`src/rtl/calc_inv_ctrl_if.sv`:
```
// Host-side stream bundle for calc_inv_ctrl: 32-bit operand input stream (s_*)
// and 32-bit result output stream (m_*). The controller uses the slave modport,
// the host side uses the master modport.
interface calc_inv_ctrl_if;
   logic        s_valid;
   logic        s_ready;
   logic [31:0] s_data;
   logic        m_valid;
   logic        m_ready;
   logic [31:0] m_data;
   logic        m_last;

   modport slave (
      input  s_valid, s_data, m_ready,
      output s_ready, m_valid, m_data, m_last
   );

   modport master (
      output s_valid, s_data, m_ready,
      input  s_ready, m_valid, m_data, m_last
   );
endinterface

```
`src/rtl/calc_inv_ctrl.sv`:
```
// calc_inv_ctrl: gathers a 128-bit operand as four 32-bit beats, pulses the
// inversion engine once, waits for done with a timeout, then drains the
// 128-bit result as four 32-bit beats.
// Optional feature macro: CALC_INV_CTRL_CHECK_EN (result == ~operand checker).
module calc_inv_ctrl #(
   parameter int unsigned TIMEOUT = 15
) (
   input  logic           clk,
   input  logic           rst,
   calc_inv_ctrl_if.slave bus,
   output logic           eng_en,
   output logic [127:0]   eng_data,
   input  logic [127:0]   eng_result,
   input  logic           eng_done,
   output logic           busy,
   output logic           err,
   output logic           mismatch
);

   localparam logic [1:0] GATHER = 2'd0;
   localparam logic [1:0] ISSUE  = 2'd1;
   localparam logic [1:0] WAIT   = 2'd2;
   localparam logic [1:0] DRAIN  = 2'd3;

   localparam logic [7:0] TMO_MAX = 8'(TIMEOUT);

   logic [1:0]   state_q, state_d;
   logic [1:0]   beat_q, beat_d;
   logic [7:0]   tmo_q, tmo_d;
   logic         err_q, err_d;
   logic         capture;
   logic [95:0]  op_q;
   logic [127:0] eng_data_q;
   logic [127:0] res_q;
   logic         s_fire, m_fire;

   assign s_fire = bus.s_valid && bus.s_ready;
   assign m_fire = bus.m_valid && bus.m_ready;

   // Next-state logic for the FSM, beat counter, timeout counter and error flag
   always_comb begin
      state_d = state_q;
      beat_d  = beat_q;
      tmo_d   = tmo_q;
      err_d   = err_q;
      capture = 1'b0;
      case (state_q)
         GATHER: begin
            if (s_fire) begin
               beat_d = beat_q + 2'd1;
               if (beat_q == 2'd3) state_d = ISSUE;
            end
         end
         ISSUE: begin
            tmo_d   = '0;
            state_d = WAIT;
         end
         WAIT: begin
            // done takes priority over an expiring timeout
            if (eng_done) begin
               capture = 1'b1;
               state_d = DRAIN;
            end else begin
               tmo_d = tmo_q + 8'd1;
               if (tmo_q + 8'd1 == TMO_MAX) begin
                  err_d   = 1'b1;
                  state_d = GATHER;
               end
            end
         end
         DRAIN: begin
            if (m_fire) begin
               beat_d = beat_q + 2'd1;
               if (beat_q == 2'd3) state_d = GATHER;
            end
         end
         default: state_d = GATHER;
      endcase
   end

   // State, operand slots, engine operand and result registers
   always_ff @(posedge clk) begin
      if (rst) begin
         state_q    <= GATHER;
         beat_q     <= '0;
         tmo_q      <= '0;
         err_q      <= 1'b0;
         op_q       <= '0;
         eng_data_q <= '0;
         res_q      <= '0;
      end else begin
         state_q <= state_d;
         beat_q  <= beat_d;
         tmo_q   <= tmo_d;
         err_q   <= err_d;
         if (state_q == GATHER && s_fire) begin
            case (beat_q)
               2'd0:    op_q[31:0]  <= bus.s_data;
               2'd1:    op_q[63:32] <= bus.s_data;
               2'd2:    op_q[95:64] <= bus.s_data;
               // The engine operand only changes once a full new operand is in
               default: eng_data_q  <= {bus.s_data, op_q};
            endcase
         end
         if (capture) res_q <= eng_result;
      end
   end

`ifdef CALC_INV_CTRL_CHECK_EN
   logic mismatch_q;

   // Sticky flag: captured result differs from the bitwise inverse of the operand
   always_ff @(posedge clk) begin
      if (rst) begin
         mismatch_q <= 1'b0;
      end else if (capture && (eng_result != ~eng_data_q)) begin
         mismatch_q <= 1'b1;
      end
   end

   assign mismatch = mismatch_q;
`else
   assign mismatch = 1'b0;
`endif

   assign bus.s_ready = (state_q == GATHER);
   assign bus.m_valid = (state_q == DRAIN);
   // Data is gated outside DRAIN so the idle output reads 0
   assign bus.m_data  = (state_q == DRAIN) ? res_q[{beat_q, 5'd0} +: 32] : 32'd0;
   assign bus.m_last  = (state_q == DRAIN) && (beat_q == 2'd3);
   assign eng_en      = (state_q == ISSUE);
   assign eng_data    = eng_data_q;
   assign busy        = (state_q != GATHER);
   assign err         = err_q;

endmodule

```
`src/flat_wrapper.sv`:
```
// flat-port wrapper written by rule: the top's interface ports become plain ports
module calc_inv_ctrl_flat 
#(
   parameter int unsigned TIMEOUT = 15
)
  (clk, rst, eng_en, eng_data, eng_result, eng_done, busy, err, mismatch, bus_s_valid, bus_s_data, bus_m_ready, bus_s_ready, bus_m_valid, bus_m_data, bus_m_last);
  calc_inv_ctrl_if bus_i ();
  input  logic clk;
  input  logic rst;
  output logic eng_en;
  output logic [127:0] eng_data;
  input  logic [127:0] eng_result;
  input  logic eng_done;
  output logic busy;
  output logic err;
  output logic mismatch;
  input wire logic [$bits(bus_i.s_valid)-1:0] bus_s_valid;
  input wire logic [$bits(bus_i.s_data)-1:0] bus_s_data;
  input wire logic [$bits(bus_i.m_ready)-1:0] bus_m_ready;
  output wire logic [$bits(bus_i.s_ready)-1:0] bus_s_ready;
  output wire logic [$bits(bus_i.m_valid)-1:0] bus_m_valid;
  output wire logic [$bits(bus_i.m_data)-1:0] bus_m_data;
  output wire logic [$bits(bus_i.m_last)-1:0] bus_m_last;
  assign bus_i.s_valid = bus_s_valid;
  assign bus_i.s_data = bus_s_data;
  assign bus_i.m_ready = bus_m_ready;
  assign bus_s_ready = bus_i.s_ready;
  assign bus_m_valid = bus_i.m_valid;
  assign bus_m_data = bus_i.m_data;
  assign bus_m_last = bus_i.m_last;
  calc_inv_ctrl #(.TIMEOUT(TIMEOUT)) u_core (.clk(clk), .rst(rst), .bus(bus_i), .eng_en(eng_en), .eng_data(eng_data), .eng_result(eng_result), .eng_done(eng_done), .busy(busy), .err(err), .mismatch(mismatch));
endmodule
```
`config.mk`:
```
export PLATFORM = sky130hd
export DESIGN_NAME = calc_inv_ctrl_flat
export DESIGN_NICKNAME = d
export VERILOG_FILES = /design/src/rtl/calc_inv_ctrl_if.sv /design/src/rtl/calc_inv_ctrl.sv /design/src/flat_wrapper.sv
export SDC_FILE = /design/constraint.sdc
export NUM_CORES = 1
export LEC_CHECK = 0
export BUFFER_PORTS_ARGS = -buffer_cell sky130_fd_sc_hd__buf_4
export CAP_MARGIN = 0
export CORE_MARGIN = 2
export CORE_UTILIZATION = 49
export CTS_CLUSTER_SIZE = 14
export DETAILED_ROUTE_END_ITERATION = 10
export PLACE_DENSITY = 0.74
export SLEW_MARGIN = 20
export SYNTH_ARGS = -nofsm -noshare
export SYNTH_HDL_FRONTEND = slang
export SYNTH_SLANG_ARGS = --single-unit
```
`constraint.sdc`:
```
create_clock -name clk -period 2.55 [get_ports clk]
set_input_delay 0.3825 -clock clk [delete_from_list [all_inputs] [get_ports clk]]
set_output_delay 0.3825 -clock clk [all_outputs]
set_load 0.02 [all_outputs]
```
# Word-level counts from Yosys, hierarchy flattened
# Index checks and enable logic that the tools add are counted.
classes:
  n_reduce_logical: 18
  n_mux: 15
  n_shift: 1
  n_bitwise: 2
  n_eq_ne: 13
  add_sub_neg: 2
ops:
  columns: ["op", "count"]
  rows:
  - ["$shiftx 128x8->32", 1]
  - ["$mux 32", 1]
  - ["$mux 2", 8]
  - ["$pmux 8 s2", 1]
  - ["$ne 2x2->1 const B", 5]
  - ["$reduce_and 2->1", 5]
  - ["$add 8x1->8 const B", 1]
  - ["$eq 2x2->1 const B", 4]
  - ["$eq 8x4->1 const B", 1]
  - ["$mux 8", 1]
  - ["$pmux 2 s4", 1]
  - ["$reduce_and 3->1", 2]
  - ["$reduce_bool 2->1", 3]
  - ["$reduce_and 5->1", 1]
  - ["$eq 2x1->1 const B", 2]
  - ["$logic_and 1x1->1", 4]
  - ["$logic_not 2->1", 2]
  - ["$pmux 2 s2", 1]
  - ["$ne 3x2->1 const B", 1]
  - ["$reduce_or 3->1", 1]
  - ["$add 2x1->2 const B", 1]
  - ["$mux 1", 2]
  - ["$not 1->1", 2]
word_totals:
  inputBits: 165
  reg_bits: 365
  out_inout_bits: 167

# Logic depth before layout (Yosys ltp)
# Gate-level depths: netlist of the first run.
depth:
  ltp_word: 5
  ltp_mapped: 10
  ltp_nobuf: 5

# Worst setup path before layout of the first run
# OpenSTA, ideal clock, no wires.
synth_timing:
  path_type: "reg-to-output"
  startpoint: "register u_core.beat_q[0]"
  endpoint: "output port bus_m_data[10]"
  required_time_ns: 2.168
  t_arrival_ns: 1.553
  stages_incl_launch_ff: 5
  slack_ns: 0.615
  n_path_buf: 2
  cell_sequence: "dfxtp_1 buf_2 buf_2 mux4_2 and2_1"
synth_between:
  elab_chain_len: 2
synth_rtl:
  columns: ["element", "line", "source"]
  rows:
  - ["start, declared", "calc_inv_ctrl.sv:28", "logic [1:0] beat_q, beat_d;"]
  - ["start signal, assigned", "calc_inv_ctrl.sv:93", "beat_q <= beat_d;"]
  - ["$shiftx 128x8->32", "calc_inv_ctrl.sv:129", "assign bus.m_data = (state_q == DRAIN) ? res_q[{beat_q, 5'd0} +: 32] : 32'd0;"]
  - ["$mux 32", "calc_inv_ctrl.sv:129", null]
  - ["end, declared", "flat_wrapper.sv:22", "output wire logic [$bits(bus_i.m_data)-1:0] bus_m_data;"]
# No other way between the ends.

# Worst setup path after layout of the first run
layout_timing:
  startpoint: "register u_core.beat_q[0]"
  endpoint: "output port bus_m_data[9]"
# The elaborated chain is that of the path after synthesis.

==> flow_summary.json, run 1 <==
{
  "maxSlewViolCount": 0,
  "synth_edf_count": 0,
  "cts_buffers": 38,
  "pwr-share-comb": 0.067,
  "critPathMaxFanout": 21,
  "layout_setup_ws_ps": 101,
  "yosysWarnings": 0,
  "rsz0062_at_grt": "false",
  "cp-start-kind": "flop",
  "seqPwrFrac": 0.486,
  "synth_top_family_by_area": "simple AND/OR/NAND/NOR gates",
  "power.switching_mw": 2.74,
  "status": "finished clean",
  "slew-limit-headroom": 0.544,
  "worstSetupPathType": "flop to primary output",
  "cts_tree": "yes",
  "grt_busiest_layer": "met2",
  "clk_path_buf_depth": 3,
  "synth_mux_area_frac": 0.0516,
  "tns_ps": 0,
  "gr-usage-met2": 0.419,
  "timing.hold.ws_ps": 109,
  "die_h_um": 174,
  "rows": 62,
  "swShare": 0.227,
  "ys_ff_latch": 365,
  "diodes": 0,
  "synthAdderAreaFrac": 0.00530,
  "synth_compound_area_frac": 0.144,
  "worstPathArrival_ps": 2070,
  "ys_types": 49,
  "power_frac_clock": 0.447,
  "ir_drop_v": 0.000528,
  "crit_required_ps": 2170,
  "cts_resized": 2,
  "post-place-ws_ps": 487,
  "nFillCells": 2525,
  "start_util": 0.495,
  "grt_max_degree": 129,
  "drtPass1Iterations": 5,
  "max_freq_mhz": 408,
  "post_cts_buffers": 0,
  "design_area_um2": 17900,
  "grt_pass1_vias": 11700,
  "synth_flop_cell": "dfxtp_1",
  "track_usage": 0.250,
  "hold_viol_final": 0,
  "period_needed_ps": 2450,
  "clk_pin_slew_ps": 60,
  "clkLatencyLatePin_ps": 530,
  "synth_area_per_cell_um2": 8.27,
  "dr_total_vias": 12400,
  "fin_nets": 2149,
  "synth_xor_area_frac": 0.000618,
  "fin_cells": 2384,
  "final_antenna_net_count": 0,
  "synth_top_area_cell": "dfxtp_1",
  "met1_usage": 0.306,
  "tightest_slew_ps": 683,
  "port_buffers": 330,
  "p_leak_nw": 6.76,
  "post_dp_cell_area_um2": 16700,
  "syn_nets": 1884,
  "synth_area_um2": 14200,
  "wl_mm": 39.0,
  "via_per_inst": 5.20,
  "cp-end-kind": "primary output",
  "drc": 0,
  "h-tree-depth": 2,
  "yosys-top-cells-count": "nand2_1, dfxtp_1, a21oi_1, clkbuf_1, buf_2",
  "clock-skew-final_ps": 14.6,
  "grt.overflow.total": 0,
  "gp_congestion": 0.849,
  "cts.sinks": 365,
  "synth-simple-area-share": 0.223,
  "synthCells": 1713,
  "setup_viol": 0,
  "root_buffer": "clkbuf_16",
  "post-route-util": 0.626,
  "syn_to_final_growth_pct": 26.5,
  "grtUsageMet3": 0.0682,
  "coreArea_um2": 28600,
  "ys_async_sr_fraction": 0,
  "cap_violations": 0,
  "antenna_found_initial": 0,
  "p_int_mw": 9.34,
  "holdBufCountCts": 0,
  "p_per_area_nw_per_um2": 674,
  "avgRoutedWirePerCell_um": 16.4,
  "placedCellCount": 2322,
  "total_power_mw": 12.1,
  "die_x_um": 174,
  "ios": 332,
  "seq_area_frac_synth": 0.516,
  "synth_top_area_share": 0.516,
  "fin_crit_sh": 0.960,
  "drt_iter0_drc": 790,
  "hold_class": "input pin to flop",
  "dp_hpwl_mm": 26.1,
  "drive_above_1_share": 0.243,
  "netlist_top_cells_area": "dfxtp_1, nand2_1, a21oi_1",
  "synth.most_common_cell": "nand2_1",
  "grt_pass1_wl_mm": 61.3,
  "die_area_um2": 30300
}
==> cell type report <==
| class | instances | area [µm²] | share of cell area |
|---|---|---|---|
| Sequential cell | 365 | 7310 | 0.408 |
| Multi-Input combinational cell | 1209 | 6030 | 0.336 |
| Timing Repair Buffer | 360 | 2890 | 0.161 |
| Clock buffer | 48 | 1040 | 0.0579 |
| Tap cell | 384 | 480 | 0.0268 |
| Clock inverter | 14 | 166 | 0.00928 |
| Inverter | 4 | 15.0 | 0.000837 |
==> registers in the layout, summed over array words and instances (netlist names) <==
signal	cells
u_core.eng_data	128
u_core.op_q	96
u_core.err	1
u_core.state_q	2
u_core.beat_q	2
u_core.tmo_q	8
u_core.res_q	128
==> layout by cell type (no fill, tap or decap), types with 3 or more instances in the layout <==
master	Yosys	final
buf_12	11	14
clkbuf_8	1	6
a21oi_2	27	27
nor2b_1	3	3
buf_4	11	344
and2_1	36	36
ha_1	6	6
clkbuf_16	0	38
dfxtp_1	365	362
o21ai_1	5	5
nand3_1	5	5
a21oi_1	335	335
bufinv_16	0	3
inv_1	4	4
nor2_1	12	12
nand2_1	710	709
clkinv_2	0	7
mux4_2	32	32
clkbuf_1	56	5
and3_1	3	3
==> power groups by stage <==
stage	Clock, mW	Combinational (mW)	Sequential [mW]
2_1_floorplan	0	0.440	5.98
3_3_place_gp	0	0.806	5.99
3_5_place_dp	0	0.814	5.99
4_1_cts	5.51	0.820	5.87
5_1_grt	5.75	0.886	5.88
6_report	5.39	0.813	5.87
==> final timing paths <==
kind	startpoint	to	slack, ps	cells after the start
hold reg to reg	u_core.op_q[39]	u_core.eng_data[39]	440	2
setup / recovery	u_core.beat_q[0]	bus_m_data[9]	100	4
setup reg to reg	u_core.beat_q[0]	u_core.eng_data[113]	610	6
hold / removal	eng_result[121]	u_core.res_q[121]	110	3
==> worst max-delay path, stage by stage (launching register included) <==
cell	delay (ps)
dfxtp_2	330
clkbuf_8	280
mux4_2	580
and2_1	180
buf_4	160
==> metal layers <==
layer	vias to the layer above	wire [µm]
met5	-	0
met4	0	1510
met3	76	3350
met2	452	18600
met1	5741	15600
li1	6125	-
==> logic make-up after synthesis <==
family                   count (synthesis)
AO/OA/AOI/OAI                          380
multiplexers                            33
XOR/XNOR                                 1
other                                    1
AND/OR/NAND/NOR                        788
adder cells (fa/ha/maj)                  6
buffers and inverters                  139
flip-flops                             365
No activity file was read; power rests on OpenSTA's default activity.
==> run 2, diff against run 1 <==
--- a/config.mk
+++ b/config.mk
@@ -5,13 +5,12 @@
 export SDC_FILE = /design/constraint.sdc
 export NUM_CORES = 1
 export LEC_CHECK = 0
-export BUFFER_PORTS_ARGS = -buffer_cell sky130_fd_sc_hd__buf_4
 export CAP_MARGIN = 0
 export CORE_MARGIN = 2
 export CORE_UTILIZATION = 49
 export CTS_CLUSTER_SIZE = 14
 export DETAILED_ROUTE_END_ITERATION = 10
-export PLACE_DENSITY = 0.74
+export DONT_BUFFER_PORTS = 1
 export SLEW_MARGIN = 20
 export SYNTH_ARGS = -nofsm -noshare
 export SYNTH_HDL_FRONTEND = slang
==> constraint.sdc (replaced) <==
create_clock -name clk -period 2.55 [get_ports clk]
set_input_delay 0.3825 -clock clk [delete_from_list [all_inputs] [get_ports clk]]
set_output_delay 0.3825 -clock clk [all_outputs]
set_load 0.05 [all_outputs]
==> run 2 against run 1 <==
Design area rose by 5.4%. Total power up 1.6%. Sequential share of layout area is 2.1 points lower. Largest power group unchanged.
==> flow_summary.json, run 2 (synthesis gave the netlist of run 1 again) <==
{
  "cts.sinks": 365,
  "final_cell_mix": "nand2_1, dfxtp_1, a21oi_1",
  "wl_mm": 41.9,
  "track_usage": 0.268,
  "fin_nets": 2168,
  "critPathMaxFanout": 16,
  "start_util": 0.495,
  "drive_above_1_share": 0.0988,
  "regArea_um2": 7320,
  "cap_violations": 0,
  "antenna_found_initial": 0,
  "cp-end-kind": "primary output",
  "syn_to_final_growth_pct": 33.3,
  "post-route-util": 0.660,
  "period_needed_ps": 2470,
  "cts_tree": "yes",
  "status": "finished clean",
  "clock-skew-final_ps": 13.4,
  "tightest_slew_ps": 606,
  "die_area_um2": 30300,
  "root_buffer": "clkbuf_16",
  "rsz0062_at_grt": "false",
  "h-tree-depth": 2,
  "die_h_um": 174,
  "via_per_inst": 5.26,
  "crit_required_ps": 2170,
  "drc": 0,
  "die_x_um": 174,
  "grt.overflow.total": 0,
  "slew-limit-headroom": 0.596,
  "rows": 62,
  "layout_commonest_cell": "nand2_1",
  "avgRoutedWirePerCell_um": 17.4,
  "drt_iter0_drc": 853,
  "fin_cells": 2408,
  "setup_viol": 0,
  "dr_total_vias": 12700,
  "clk_path_buf_depth": 3,
  "drtPass1Iterations": 5,
  "ios": 332,
  "final_antenna_net_count": 0,
  "cts_buffers": 39,
  "grt_max_degree": 249,
  "tns_ps": 0,
  "ir_drop_v": 0.000517,
  "grt_pass1_vias": 12500,
  "p_leak_nw": 7.25,
  "clk_pin_slew_ps": 60,
  "grt_pass1_wl_mm": 66.2,
  "coreArea_um2": 28600,
  "hold_viol_final": 0,
  "gp_congestion": 0.809,
  "port_buffers": 0,
  "worstPathArrival_ps": 2090,
  "clkLatencyLatePin_ps": 530,
  "cp-start-kind": "flop",
  "max_freq_mhz": 405,
  "placedCellCount": 2025,
  "maxSlewViolCount": 0,
  "fin_crit_sh": 0.969,
  "hold_class": "input pin to flop",
  "multiInputGateArea_um2": 6040,
  "p_per_area_nw_per_um2": 649,
  "worstSetupPathType": "flop to primary output",
  "diodes": 0,
  "dp_hpwl_mm": 24.3,
  "nFillCells": 2400
}
[run 2: changes by cell type in the layout (fill, tap and decap cells not counted), moves of 2 or more]
cell,previous run,this run
and2_2,0,2
buf_12,14,12
buf_4,344,58
clkbuf_1,5,13
clkbuf_16,38,40
clkbuf_8,6,4
clkinv_2,7,5
dlygate4sd3_1,0,305
[run 2: metrics by stage]
stage / hold slack [ps] / power, mW / cell area (µm²) / setup WS, ps
after floorplan: 432 / 6.44 / 14200 / 262
after detailed placement: 440 / 6.46 / 14400 / 443
final: 1.53 / 12.3 / 18900 / 79.3
after CTS: 0.348 / 12.3 / 18800 / 5.44
after global placement: 431 / 6.45 / 14400 / 471
after global routing: 2.40 / 12.7 / 18900 / 20.9
[run 2: power by group]
| group | total, mW | internal [mW] | leakage, nW | switching, mW |
|---|---|---|---|---|
| Clock | 5.68 | 3.41 | 0.625 | 2.27 |
| Sequential | 5.90 | 5.81 | 2.95 | 0.0929 |
| Combinational | 0.685 | 0.335 | 3.68 | 0.349 |
| Total | 12.3 | 9.55 | 7.25 | 2.71 |
[run 2: area by class of cell]
cell class | instances | share of cell area
Multi-Input combinational cell | 1210 | 0.320
Sequential cell | 365 | 0.387
Inverter | 4 | 0.000795
Clock inverter | 11 | 0.00901
Timing Repair Buffer | 377 | 0.199
Tap cell | 384 | 0.0254
Clock buffer | 57 | 0.0585
[run 2: final timing paths]
check | startpoint | to | slack (ps) | cells after the start
worst min register to register | u_core.op_q[59] | u_core.eng_data[59] | 450 | 2
worst max register to register | u_core.beat_q[0] | u_core.eng_data[77] | 130 | 7
worst max-delay path | u_core.beat_q[0] | bus_m_data[22] | 80 | 4
worst min-delay path | eng_result[80] | u_core.res_q[80] | 2 | 2
[run 2: critical path: stages, from the launching register on]
cell	delay, ps
dfxtp_4	430
buf_12	200
mux4_2	510
and2_1	210
buf_4	200
[run 2: metal layers]
layer	global-route usage	part of all wire	vias to the layer above
li1	-	-	6160
met4	0.0893	0.032	0
met3	0.0814	0.082	85
met1	0.309	0.39	6021
met5	0	0	-
met2	0.475	0.50	400
[run 2: repair_timing]
action,CTS,global route
setup endpoints to repair,28,85
gates resized for setup,3,4
endpoints found under the hold margin,364,1
cloned,0,1
pin swaps,0,0
buffers inserted,0,8
hold buffers,305,1
